===== config.mk =====
export PLATFORM = sky130hd
export DESIGN_NAME = ucsbece154_icache_cwf
export DESIGN_NICKNAME = d
export VERILOG_FILES = /design/src/rtl/ucsbece154_icache_cwf.sv
export SDC_FILE = /design/constraint.sdc
export NUM_CORES = 2
export LEC_CHECK = 0
export CAP_MARGIN = 20
export CORE_MARGIN = 1.5
export CORE_UTILIZATION = 59
export CTS_BUF_LIST = sky130_fd_sc_hd__clkbuf_2
export CTS_CLUSTER_DIAMETER = 150
export DETAILED_ROUTE_END_ITERATION = 10
export PLACE_DENSITY = 0.78
export REMOVE_ABC_BUFFERS = 1
export SLEW_MARGIN = 40
export SYNTH_ARGS = -nofsm -noshare
export SYNTH_HDL_FRONTEND = slang
export SYNTH_MEMORY_MAX_BITS = 65536
export SYNTH_SLANG_ARGS = --single-unit

===== constraint.sdc =====
create_clock -name Clk -period 5.7 [get_ports Clk]
set_input_delay 0.855 -clock Clk [delete_from_list [all_inputs] [get_ports Clk]]
set_output_delay 0.855 -clock Clk [all_outputs]
set_load 0.01 [all_outputs]

===== src/rtl/ucsbece154_icache_cwf.sv =====
// N-way set-associative read-only instruction cache.
// Critical-word-first refill, round-robin replacement, flush, perf counters.
module ucsbece154_icache_cwf #(
  parameter int NUM_SETS    = 8,
  parameter int NUM_WAYS    = 4,
  parameter int BLOCK_WORDS = 4,
  parameter int WORD_SIZE   = 32,
  parameter int CNT_WIDTH   = 32
) (
  input  logic                 Clk,
  input  logic                 Reset,
  input  logic                 ReadEnable,
  input  logic [31:0]          ReadAddress,
  input  logic                 Flush,
  output logic [WORD_SIZE-1:0] Instruction,
  output logic                 Ready,
  output logic                 Busy,
  output logic [31:0]          MemReadAddress,
  output logic                 MemReadRequest,
  input  logic [31:0]          MemDataIn,
  input  logic                 MemDataReady,
  output logic [CNT_WIDTH-1:0] HitCount,
  output logic [CNT_WIDTH-1:0] MissCount
);

  localparam int OFF_W = $clog2(BLOCK_WORDS);
  localparam int SET_W = $clog2(NUM_SETS);
  localparam int WAY_W = $clog2(NUM_WAYS);
  localparam int TAG_W = 30 - OFF_W - SET_W;

  typedef enum logic {IDLE, REFILL} state_t;

  state_t state, state_n;

  logic [OFF_W-1:0] a_off;
  logic [SET_W-1:0] a_set;
  logic [TAG_W-1:0] a_tag;
  logic [1:0]       unused_addr;

  assign a_off       = ReadAddress[OFF_W+1:2];
  assign a_set       = ReadAddress[OFF_W+SET_W+1:OFF_W+2];
  assign a_tag       = ReadAddress[31:OFF_W+SET_W+2];
  assign unused_addr = ReadAddress[1:0];

  logic [WORD_SIZE-1:0] data_q [NUM_SETS][NUM_WAYS][BLOCK_WORDS];
  logic [TAG_W-1:0]     tag_q  [NUM_SETS][NUM_WAYS];
  logic [NUM_WAYS-1:0]  valid_q [NUM_SETS];
  logic [WAY_W-1:0]     rr_q    [NUM_SETS];

  logic [SET_W-1:0] rset_q;
  logic [TAG_W-1:0] rtag_q;
  logic [WAY_W-1:0] rway_q;
  logic [OFF_W-1:0] crit_q;
  logic [OFF_W-1:0] beat_q;
  logic [OFF_W-1:0] woff;
  logic             rwas_valid_q;
  logic             flush_pend_q;

  logic             hit;
  logic [WAY_W-1:0] hit_way;
  logic             has_inv;
  logic [WAY_W-1:0] inv_way;
  logic [WAY_W-1:0] victim;

  // Descending scan so the lowest-index invalid way wins.
  always_comb begin
    hit     = 1'b0;
    hit_way = '0;
    has_inv = 1'b0;
    inv_way = '0;
    for (int w = NUM_WAYS - 1; w >= 0; w--) begin
      if (valid_q[a_set][w] && tag_q[a_set][w] == a_tag) begin
        hit     = 1'b1;
        hit_way = WAY_W'(w);
      end
      if (!valid_q[a_set][w]) begin
        has_inv = 1'b1;
        inv_way = WAY_W'(w);
      end
    end
    victim = has_inv ? inv_way : rr_q[a_set];
  end

  logic lookup, do_hit, do_miss, beat, last;

  assign lookup  = (state == IDLE) && ReadEnable && !Flush;
  assign do_hit  = lookup && hit;
  assign do_miss = lookup && !hit;
  assign beat    = (state == REFILL) && MemDataReady;
  assign last    = beat && (beat_q == OFF_W'(BLOCK_WORDS - 1));
  assign woff    = crit_q + beat_q;

  always_ff @(posedge Clk) begin
    if (Reset) state <= IDLE;
    else       state <= state_n;
  end

  always_comb begin
    state_n        = state;
    Busy           = (state == REFILL);
    MemReadRequest = (state == REFILL);
    unique case (state)
      IDLE:    if (do_miss) state_n = REFILL;
      REFILL:  if (last)    state_n = IDLE;
      default: state_n = IDLE;
    endcase
  end

  always_ff @(posedge Clk) begin
    if (!Reset && beat) data_q[rset_q][rway_q][woff] <= MemDataIn;
  end

  always_ff @(posedge Clk) begin
    if (Reset) begin
      Instruction    <= '0;
      Ready          <= 1'b0;
      MemReadAddress <= '0;
      HitCount       <= '0;
      MissCount      <= '0;
      flush_pend_q   <= 1'b0;
      beat_q         <= '0;
      for (int s = 0; s < NUM_SETS; s++) begin
        valid_q[s] <= '0;
        rr_q[s]    <= '0;
      end
    end else begin
      Ready <= 1'b0;
      if (state == IDLE && Flush) begin
        for (int s = 0; s < NUM_SETS; s++) begin
          valid_q[s] <= '0;
          rr_q[s]    <= '0;
        end
      end
      if (do_hit) begin
        Instruction <= data_q[a_set][hit_way][a_off];
        Ready       <= 1'b1;
        if (HitCount != '1) HitCount <= HitCount + CNT_WIDTH'(1);
      end
      if (do_miss) begin
        MemReadAddress <= {ReadAddress[31:2], 2'b00};
        rset_q         <= a_set;
        rtag_q         <= a_tag;
        rway_q         <= victim;
        rwas_valid_q   <= !has_inv;
        crit_q         <= a_off;
        beat_q         <= '0;
        flush_pend_q   <= 1'b0;
        if (MissCount != '1) MissCount <= MissCount + CNT_WIDTH'(1);
      end
      if (state == REFILL && Flush) flush_pend_q <= 1'b1;
      if (beat) begin
        beat_q <= beat_q + OFF_W'(1);
        if (beat_q == '0) begin
          Instruction <= MemDataIn;
          Ready       <= 1'b1;
        end
        if (last) begin
          tag_q[rset_q][rway_q] <= rtag_q;
          // A flush seen anywhere during the refill also drops the new line.
          if (flush_pend_q || Flush) begin
            for (int s = 0; s < NUM_SETS; s++) valid_q[s] <= '0;
          end else begin
            valid_q[rset_q][rway_q] <= 1'b1;
          end
          if (rwas_valid_q) rr_q[rset_q] <= rr_q[rset_q] + WAY_W'(1);
          flush_pend_q <= 1'b0;
        end
      end
    end
  end

endmodule


After elaboration in Yosys (flattened, before gate mapping)
Memory sizes are Yosys's and may differ from the RTL's. A register that Yosys moved wholly into a read port is not among the register bits. Index checks and enable logic that the tools add are counted.

Word-level logic and storage cells: 198. Memories kept: 4. Register bits: 164. Output and inout bits: 131. Bits of input ports: 69. Memory bits (writable): 4944.

Equality and inequality tests: 7. Reductions and logical operators: 28. $lt $le $gt $ge: 8. Add/sub/neg operators: 5. Multiplexer cells: 103. Bitwise operators: 30.

Memories: data_q (depth 8, width 512, rd ports 1, clocked after memory_dff 0, write ports 1, line 45) `logic [WORD_SIZE-1:0] data_q [NUM_SETS][NUM_WAYS][BLOCK_WORDS];`; tag_q (depth 8, width 100, rd ports 1, clocked after memory_dff 0, write ports 1, line 46) `logic [TAG_W-1:0] tag_q [NUM_SETS][NUM_WAYS];`; valid_q (depth 8, width 4, rd ports 1, clocked after memory_dff 0, write ports 8, line 47) `logic [NUM_WAYS-1:0] valid_q [NUM_SETS];`; rr_q (depth 8, width 2, rd ports 2, clocked after memory_dff 1, write ports 8, line 48) `logic [WAY_W-1:0] rr_q [NUM_SETS];`.

Operators with widths (count): $mux W512 (1); $mux W128 (3); $bmux W128 S2 (1); $demux W128 S2 (1); $mux W32 (6); $eq A25 B25 Y1 (4); $mux W100 (1); $mux W4 (19); $add A32 B1 Y32 const B (2); $bmux W32 S2 (1); $demux W32 S2 (1); $ne A32 B32 Y1 const B (2); $demux W25 S2 (1); $mux W1 (42); $mux W2 (20); $mux W25 (1); $or A1 B1 Y1 (24); $logic_and A1 B1 Y1 (16); $ge A3 B3 Y1 const B (4); $not A2 Y3 (4); $mux W3 (3); $lt A3 B1 Y1 const B (2); $reduce_and A2 Y1 (3); $add A2 B1 Y2 const B (2); 13 further kinds (17).

Longest topological paths before layout
An unclocked memory read counts as a cell.

Depth in word-level cells: 17. Gate-level depth with buffers: 24.

Worst setup path before layout
OpenSTA, ideal clock, no wires.

Path type: input -> register. Start: input ReadAddress[4]. End: register (tool-made name). Stages: 16. Arrival: 5.590 ns. Setup slack: -0.011 ns. Cell sequence: buf_6 -> buf_6 -> buf_6 -> buf_6 -> buf_4 -> buf_4 -> mux4_2 -> mux2_2 -> inv_1 -> a211oi_1 -> nand4_1 -> nor4_1 -> nor2_1 -> nor3b_2 -> nor2b_1 -> mux2_2.

RTL lines: start, declared (line 13) `input logic [31:0] ReadAddress,`.

Worst setup path after layout
Start: input ReadAddress[5]. End: register Instruction[14].

Longest elaborated chain between the ends: 17.

RTL lines: $mem_v2 Z8 W100; $eq A25 B25 Y1 (line 72) `if (valid_q[a_set][w] && tag_q[a_set][w] == a_tag) begin`; $logic_and A1 B1 Y1 (line 72); $mux W2 (4 in series) (line 72); $not A2 Y3 (implied by the code) (line 135) `Instruction <= data_q[a_set][hit_way][a_off];`; $bmux W128 S2 (line 135); $mux W128 (implied by the code) (2 in series) (line 135); $bmux W32 S2 (line 135); $mux W32 (implied by the code) (2 in series) (line 135); $mux W32 * (line 134) `if (do_hit) begin`; $mux W32 (line 153) `if (beat_q == '0) begin`; $mux W32 * (line 151) `if (beat) begin`; end signal, assigned (line 135); end signal, assigned (line 154) `Instruction <= MemDataIn;`; end, declared (line 15) `output logic [WORD_SIZE-1:0] Instruction,`.

Mark *: on every way between the ends. The rest lies on a longest branch, timed or not. The select of a mux whose other input is x is not followed. A chain may end at the register's enable or synchronous reset.

==> flow_summary.yaml <==
status:
  outcome: "complete, but fails checks"
  violations: "setup timing"
timing:
  worst_slack_ns: -0.258
  final_max_slew_viol_count: 0
  post-route-period-util: 1.05
  finalSetupViolCount: 3
  slew_headroom: 0.320
  worst_pin_slew_ns: 1.02
  min_period_ns: 5.96
  fmax_ghz: 0.168
  clock_skew_ns: 0.344
  hold_viol: 0
synthesis:
  synthArstFlopShare: 0
  synth-seq-cells: 5111
  synth_edf_count: 4945
  syn_avg_cell_area_um2: 20.7
  yosysUniqueCellTypes: 76
  syn_inst: 9574
  synth_seq_area_share: 0.765
  synth_area_leaders: "edfxtp_1, mux4_2, mux2i_1"
  synth_top_area_cell: "edfxtp_1"
  yosys-top-cells-count: "edfxtp_1, mux4_2, clkbuf_1"
  synthesis.area_um2: 199000
  yosys_most_used_dff: "edfxtp_1"
  yosysMostFrequentCell: "edfxtp_1"
  synth_top_area_frac: 0.748
  yosys_warnings: 0
setup_path:
  critPathKind: "in2reg"
  cp-end-kind: "flip-flop"
  worstPathArrival_ns: 8.00
  required_ns: 7.74
  crit_top_cell: "buf_4"
  slowest_delay_ns: 1.08
  crit_path_start_kind: "primary input"
  cp_cell_sequence: "dlygate4sd3_1, buf_12, dlygate4sd3_1, buf_4, mux4_2, mux2i_1, xnor2_1, nor4_1, nand4_1, nor3_1, buf_4, a21oi_4, buf_12, buf_12, mux4_2, a22oi_1, buf_4, nor4bb_1, buf_4, nor3_1"
  path_max_fanout: 20
  worst_path_max_delay_cell: "dlygate4sd3_1"
place:
  io_buffers: 195
  place_area_um2: 212000
  hpwl_um: 316000
  dpl_worst_slack_ns: -0.692
  routabilityCongestion: 0.925
floorplan:
  die-area_um2: 340000
  die_h_um: 583
  pin_count: 200
  core_um2: 334000
  rows: 212
  dieWidth_um: 583
  start_util: 0.594
global_routing:
  antenna_found_initial: 42
  grt_max_degree: 130
  grt-ovfl-total: 0
  first_global_vias: 111000
  grt_usage: 0.320
  grt_pass1_wl_um: 764000
clock_tree:
  cts_tree: "yes"
  cts_made_buffers: 1283
  cts-root-buf: "clkbuf_2"
  max-clock-path-buffers: 5
  path_clk_slew_ns: 0.12
  numClockSinks: 5111
  worstSkewPairLatency_ns: 2.30
  htreeDepth: 7
drt:
  drt-initial-drc-count: 17000
  wl_um: 538000
  antenna_left: 0
  vias_per_cell: 6.63
  post_drt_wl_per_cell_um: 32.3
  route.vias.total: 110000
  dr.pass1.iters: 7
  drc: 0
power_and_ir_drop:
  clock_power_share: 0.343
  power_mw: 68.2
  leakage_nw: 73.6
  p_per_area_nw_per_um2: 303
  seq_power_share: 0.603
  power_switching_mw: 16.5
  swShare: 0.241
  intPower_mw: 51.8
  comb_power_share: 0.053
  ir_drop_mv: 0.239
cells_and_area:
  nets: 11500
  fill_cells: 20600
  regArea_um2: 152000
  syn2layout_area_growth_pct: 13.4
  multiInputGateArea_um2: 45200
  final_area_um2: 225000
  drive_gt1_frac: 0.343
worst_hold_path:
  min-delay-path-class: "in2reg"
job:
  maxCapViolCount: 0
[path summary, 6_finish.rpt]
path	startpoint	slack [ns]	to	cells after the start
worst max-delay path	ReadAddress[5]	-0.26	Instruction[14]	20
worst min-delay path	ReadAddress[15]	0.23	rtag_q[8]	3
worst max register to register	tag_q[7][31]	0.19	Instruction[14]	18
worst min register to register	valid_q[0][3]	0.46	valid_q[0][3]	2
[repair_timing]
action                                 4_1_cts  5_1_grt
buffers inserted                             0        0
resized for setup                            0        0
endpoints found under the hold margin     4374       32
hold buffers                               158        2
[cell families after synthesis]
kind of cell               share of synthesized area
adders and majority gates                   0.000315
xor gates and xnor gates                     0.00547
DFF                                            0.765
buffers and inverters                         0.0139
other                                      0.0000189
and+or+nand+nor                               0.0283
AOI/OAI and AO/OA                             0.0311
muxes                                          0.156
[sequential cells by signal, summed over array words and instances, names as in the netlist, 2 cells and up, named ones only]
register / cells
rset_q: 3
MissCount: 32
rway_q: 2
beat_q: 2
Instruction: 32
data_q: 4096
rr_q: 16
MemReadAddress: 30
tag_q: 800
HitCount: 32
crit_q: 2
rtag_q: 25
valid_q: 32
[power groups by stage]
stage          logic [mW]  clock network [mW]  registers, mW
2_1_floorplan        1.31                   0           42.0
3_3_place_gp         3.23                   0           42.0
3_5_place_dp         3.38                   0           42.0
4_1_cts              3.56                23.7           41.2
5_1_grt              3.76                25.5           41.2
6_report             3.65                23.4           41.2
[cell type report]
cell class              count  share of cell area
clock buffers            1794              0.0399
multi-input cells        3854               0.201
well taps                4387              0.0244
flip-flops and latches   5111               0.674
diodes                     32            0.000356
repair buffers           1133              0.0526
inverters                  21            0.000350
clock inverters           303             0.00768
[worst max-delay path: cells and delay by family]
kind	cells	cell delay [ns]
AOI/OAI and AO/OA	2	0.22
buffers and inverters	9	3.33
and+or+nand+nor	5	2.01
muxes	3	1.34
xor gates and xnor gates	1	0.17
[routing by layer]
| layer | vias up | GRT usage | wire [um] |
|---|---|---|---|
| met4 | 24 | 0.192 | 32600 |
| met5 | - | 0 | 192 |
| met1 | 55800 | 0.415 | 179000 |
| met2 | 8810 | 0.482 | 250000 |
| li1 | 44100 | - | - |
| met3 | 1514 | 0.0971 | 76400 |
[metrics by stage]
step | cells | utilization | hold WS (ns) | setup TNS (ns)
global placement | 14300 | 0.632 | 0.429 | -6.24
finish | 16600 | 0.674 | 0.229 | -0.549
floorplan | 8986 | - | 0.420 | -379.84
global route | 16600 | 0.674 | 0.0106 | -0.0492
CTS | 16600 | 0.673 | 0.00429 | 0
detailed placement | 14300 | 0.635 | 0.443 | -8.32
[placed cells by master (no fill, tap or decap), types with 29 or more instances in the layout]
cell type / Yosys / final
a21o_1: 69 / 68
nand3_1: 199 / 198
clkbuf_2: 0 / 1794
clkdlybuf4s50_1: 0 / 158
mux2i_1: 379 / 379
edfxtp_1: 4945 / 4945
a211oi_1: 78 / 73
nor2_4: 1 / 129
xor2_1: 60 / 60
mux4_2: 1202 / 1202
o21ai_0: 241 / 241
a21oi_1: 117 / 115
xnor2_1: 64 / 64
nor2_2: 1 / 35
dlygate4sd3_1: 0 / 128
nor3_1: 95 / 95
nor2b_1: 38 / 35
o2111ai_1: 30 / 30
a211o_1: 48 / 48
buf_4: 29 / 632
o211ai_1: 33 / 33
o31ai_1: 32 / 32
a21bo_2: 49 / 49
buf_16: 0 / 47
buf_12: 0 / 117
nand2_1: 395 / 389
dfxtp_1: 166 / 166
nor2_1: 315 / 153
clkinv_1: 0 / 230
clkinv_2: 0 / 29
a22oi_1: 51 / 51
diode_2: 0 / 32
buf_6: 24 / 35
Power figures use the tool's default switching activity.
